## config.mk

```make
export PLATFORM = sky130hd
export DESIGN_NAME = ssd_scan_driver
export DESIGN_NICKNAME = d
export VERILOG_FILES = /design/src/rtl/ssd_scan_driver.sv
export SDC_FILE = /design/constraint.sdc
export NUM_CORES = 1
export LEC_CHECK = 0
export ABC_CLOCK_PERIOD_IN_PS = 3500
export BUFFER_PORTS_ARGS = -buffer_cell sky130_fd_sc_hd__clkbuf_2
export CORE_UTILIZATION = 35
export DETAILED_ROUTE_END_ITERATION = 12
export PLACE_DENSITY = 0.59
export SLEW_MARGIN = 10
export SYNTH_ARGS = -nofsm -noshare
export SYNTH_HDL_FRONTEND = slang
export SYNTH_SLANG_ARGS = --single-unit
```

## constraint.sdc

```tcl
create_clock -name clk -period 3.5 [get_ports clk]
set_input_delay 1.05 -clock clk [delete_from_list [all_inputs] [get_ports clk]]
set_output_delay 1.05 -clock clk [all_outputs]
set_load 0.01 [all_outputs]
```

## src/rtl/ssd_scan_driver.sv

```systemverilog
// Scans active-high seven-segment patterns onto active-low anode/cathode pins, one digit per slot.
// Each slot starts with a blanking interval. New data is held back and applied only at the frame wrap.
module ssd_scan_driver #(
   parameter int NUM_DIGITS   = 4,
   parameter int REFRESH_DIV  = 100000,
   parameter int BLANK_CYCLES = 16
) (
   input  logic                    clk,
   input  logic                    rst,
   input  logic [7*NUM_DIGITS-1:0] seg_in,
   input  logic [NUM_DIGITS-1:0]   digit_en,
   input  logic                    load,
   output logic                    pending,
   output logic [NUM_DIGITS-1:0]   an,
   output logic [6:0]              seg,
   output logic                    frame_tick
);

   localparam int CW = (REFRESH_DIV > 1) ? $clog2(REFRESH_DIV) : 1;
   localparam int IW = (NUM_DIGITS > 1) ? $clog2(NUM_DIGITS) : 1;

   localparam logic [CW-1:0] CNT_BLANK_END = CW'(BLANK_CYCLES - 1);
   localparam logic [CW-1:0] CNT_SLOT_END  = CW'(REFRESH_DIV - 1);
   localparam logic [IW-1:0] IDX_LAST      = IW'(NUM_DIGITS - 1);

   localparam logic [0:0] ST_BLANK = 1'b0;
   localparam logic [0:0] ST_SHOW  = 1'b1;

   logic [0:0]              state, state_nx;
   logic [CW-1:0]           cnt, cnt_nx;
   logic [IW-1:0]           idx, idx_nx;
   logic                    wrap;
   logic [7*NUM_DIGITS-1:0] shadow_seg, shadow_seg_nx, staged_seg;
   logic [NUM_DIGITS-1:0]   shadow_en, shadow_en_nx, staged_en;
   logic [6:0]              pattern;
   logic                    lit;
   logic [NUM_DIGITS-1:0]   an_nx;
   logic [6:0]              seg_nx;

   always_comb begin
      state_nx = state;
      idx_nx   = idx;
      cnt_nx   = cnt + 1'b1;
      wrap     = 1'b0;
      if (state == ST_BLANK) begin
         if (cnt == CNT_BLANK_END) state_nx = ST_SHOW;
      end else if (cnt == CNT_SLOT_END) begin
         state_nx = ST_BLANK;
         cnt_nx   = '0;
         wrap     = (idx == IDX_LAST);
         idx_nx   = wrap ? '0 : idx + 1'b1;
      end
   end

   // frame_tick marks the boundary cycle itself, so it gates the shadow update
   always_comb begin
      shadow_seg_nx = shadow_seg;
      shadow_en_nx  = shadow_en;
      if (frame_tick) begin
         if (load) begin
            shadow_seg_nx = seg_in;
            shadow_en_nx  = digit_en;
         end else if (pending) begin
            shadow_seg_nx = staged_seg;
            shadow_en_nx  = staged_en;
         end
      end
   end

   // Outputs are derived from next-cycle state so they line up with the state they describe
   always_comb begin
      pattern = '0;
      lit     = 1'b0;
      for (int unsigned i = 0; i < NUM_DIGITS; i++) begin
         if (idx_nx == IW'(i)) begin
            pattern = shadow_seg_nx[7*i +: 7];
            lit     = shadow_en_nx[i];
         end
      end
      lit    = lit && (state_nx == ST_SHOW);
      an_nx  = '1;
      seg_nx = '1;
      if (lit) begin
         for (int unsigned i = 0; i < NUM_DIGITS; i++) begin
            an_nx[i] = (idx_nx != IW'(i));
         end
         seg_nx = ~pattern;
      end
   end

   always_ff @(posedge clk) begin
      if (rst) begin
         state      <= ST_BLANK;
         cnt        <= '0;
         idx        <= '0;
         frame_tick <= 1'b0;
         an         <= '1;
         seg        <= 7'h7F;
         shadow_seg <= '0;
         shadow_en  <= '0;
         staged_seg <= '0;
         staged_en  <= '0;
         pending    <= 1'b0;
      end else begin
         state      <= state_nx;
         cnt        <= cnt_nx;
         idx        <= idx_nx;
         frame_tick <= wrap;
         an         <= an_nx;
         seg        <= seg_nx;
         shadow_seg <= shadow_seg_nx;
         shadow_en  <= shadow_en_nx;
         if (frame_tick) begin
            pending <= 1'b0;
         end else if (load) begin
            staged_seg <= seg_in;
            staged_en  <= digit_en;
            pending    <= 1'b1;
         end
      end
   end

endmodule

```

==> flow_summary.json <==
{
  "status": "finished, final reports clean",
  "gr-usage-all-layers_pct": 18.6,
  "cts_max_path_buffers": 2,
  "cts_tree": "built",
  "synth_top_cells_by_count": "dfxtp_1 (97), nand2_1 (81), nor2_1 (65)",
  "worst_pin_slew_ps": 837,
  "cts.clk_slew.worst_paths_ps": 60,
  "layout-drive-gt1-share_pct": 14.8,
  "synth.distinct_cells": 42,
  "synth_nets": 571,
  "die_area_sq_mm": 0.0127,
  "cts_buffers": 9,
  "crit_path_top_delay_cell": "a21oi_1",
  "power_density_mw_per_mm2": 464,
  "initial_core_util_pct": 36.6,
  "post_layout_nonfiller_instances": 712,
  "synth_most_common_cell": "dfxtp_1",
  "fin_crit_sh_pct": 75.9,
  "timing.rr.end": "seg[6]",
  "path_common_cell": "o22ai_1",
  "postRouteAntennaNets": 0,
  "core_area_sq_mm": 0.0117,
  "grt_pass1_vias": 3679,
  "synth_area_leaders": "dfxtp_1 (45%), nand2_1 (7.1%), nor2_1 (5.7%)",
  "ys_seq_area_share_pct": 45.5,
  "rsz0062_at_grt": "no",
  "worst-setup-path-type": "input port to flop",
  "gp_congestion": 0.752,
  "max_freq_mhz": 376,
  "hold_viol": 0,
  "fin_setup_tns_ps": 0,
  "cts_root_buf": "clkbuf_16",
  "min_delay_path_depth": 2,
  "die_h_um": 112,
  "grt_pass1_wl_um": 18500,
  "p_leak_uw": 0.00183,
  "cp.required_ps": 3690,
  "path_cells": "clkbuf_2 -> nand2_1 -> o22ai_1 -> nor3_1 -> o22ai_1 -> a21oi_1 -> o221ai_1",
  "synth-seq-cells": 97,
  "hold_end": "staged_seg[2]",
  "drv_slew": 0,
  "nets": 601,
  "syn_inst": 534,
  "cp_data_arrival_time_ps": 2840,
  "htree_levels": 3,
  "dr_wl_met2_um": 5220,
  "vias_per_cell": 5.31,
  "cts_setup_buffers": 0,
  "vias": 3781,
  "grt_max_degree": 71,
  "peakVddDrop_mv": 0.238,
  "drtPass1Iterations": 4,
  "antenna_found_initial": 0,
  "critPathTopFamily": "compound AO/OA/AOI/OAI gates",
  "critPathMaxStageDelay_ps": 450,
  "crit_path_start_kind": "input port",
  "synth_edf_count": 0,
  "async_reset_ff_share_pct": 0,
  "dr_wl_met3_um": 445,
  "ctsResizeCount": 0,
  "rows": 39,
  "pin_count": 48,
  "diodes": 0,
  "syn-cell-area_sq_mm": 0.00427,
  "placed_cells": 696,
  "slew_headroom_pct": 42.6,
  "portBuffers": 47,
  "routed_wl_um": 11000,
  "fin_skew_ps": 10.3,
  "die_w_um": 112,
  "grt_overflow": 0,
  "drv_cap": 0,
  "drt-initial-drc-count": 286,
  "drt-met1-wl_um": 5180,
  "min_path_type": "flop to flop",
  "r2r_slack_ps": 1010,
  "place_hpwl_um": 7410,
  "synthFlopType": "dfxtp_1",
  "critPathMaxFanout": 19,
  "synth_area_leader_cell": "dfxtp_1",
  "fin_crit_ps": 2660,
  "drc": 0,
  "crit_buf_inv": 1,
  "placed_area_sq_mm": 0.00461,
  "end_kind": "flop",
  "clk_latency_ps": 340,
  "regToRegStartpoint": "cnt[11]",
  "synth_top_area_share_pct": 45.5,
  "yosys_warnings": 0,
  "synth.avg_cell_area_sq_um": 8.00,
  "holdBufCountCts": 0,
  "wl_per_cell_um": 15.5,
  "post-route-cell-area_sq_mm": 0.00491,
  "min_from": "staged_seg[2]",
  "area_delta_synth_final_pct": 15.0,
  "r2r_cells": 6,
  "fin_total_pwr_uw": 2280,
  "setup_viol": 0,
  "top_layer": "met4",
  "cts_sinks": 97
}
-- worst register-to-register path, stage by stage (launching register included) --
cell and delay (ps):
dfxtp_1 330, or4_4 550, nor4_4 310, and4_2 340, o22ai_1 140, a21oi_1 450
o221ai_1 220
-- metrics by stage --
| stage | setup slack [ps] | util (%) | hold slack [ps] |
|---|---|---|---|
| final | 843 | 42.1 | 454 |
| after global routing | 637 | 42.1 | 472 |
| after CTS | 888 | 42.1 | 457 |
| after detailed placement | 522 | 39.5 | 446 |
| after global placement | 572 | 39.5 | 439 |
| after floorplan | 820 | - | 430 |
-- worst max path at each step --
stage / from / end / cells past startpoint
floorplan: load / seg[0] / 8
CTS: load / seg[6] / 7
global route: load / seg[5] / 7
detailed placement: load / seg[3] / 7
finish: load / seg[6] / 7
global placement: load / seg[0] / 7
-- power by group --
group          total (uW)  switching (uW)  internal (uW)
combinational         130            83.4           47.1
sequential           1140            12.7           1130
clock                1010             430            578
-- layout by cell type (no fill, tap or decap), types with 9 or more instances in the layout --
cell	synthesis	layout
a21oi_1	33	33
a221oi_1	11	11
buf_4	1	10
clkbuf_16	0	9
clkbuf_2	0	47
dfxtp_1	97	96
inv_1	23	23
nand2_1	81	81
nand3_1	23	23
nor2_1	65	65
nor2b_1	11	10
nor3_1	23	23
o21ai_0	27	27
o221ai_1	10	10
o22ai_1	13	13
-- cells by family after synthesis --
logic type	after synthesis	synth area share (%)
fa+ha+maj	2	0.586
flops	97	45.5
xor+xnor	15	3.08
buf+inv	61	5.68
compound gates	114	17.0
mux	10	2.49
simple gates	235	25.7
-- area by class of cell --
type,count,area (sq um)
inverter,23,86.3
clock inverter,5,62.6
tap,143,179
multi-input combinational,376,2090
timing repair buffer,57,310
clock buffer,11,243
sequential,97,1940
fill,1163,6750
-- sequential cells by signal (all words and copies together) (netlist names) --
register / flops
shadow_en: 4
seg: 7
staged_seg: 28
staged_en: 4
an: 4
frame_tick: 1
pending: 1
state: 1
shadow_seg: 28
cnt: 17
idx: 2
-- per-layer routing --
| metal | up-vias | GRT usage [%] |
|---|---|---|
| li1 | 1900 | - |
| met1 | 1784 | 23.4 |
| met2 | 83 | 30.8 |
| met3 | 14 | 4.75 |
| met4 | 0 | 6.13 |
| met5 | - | 0 |
Note: power is estimated with default switching activity, not from simulation.
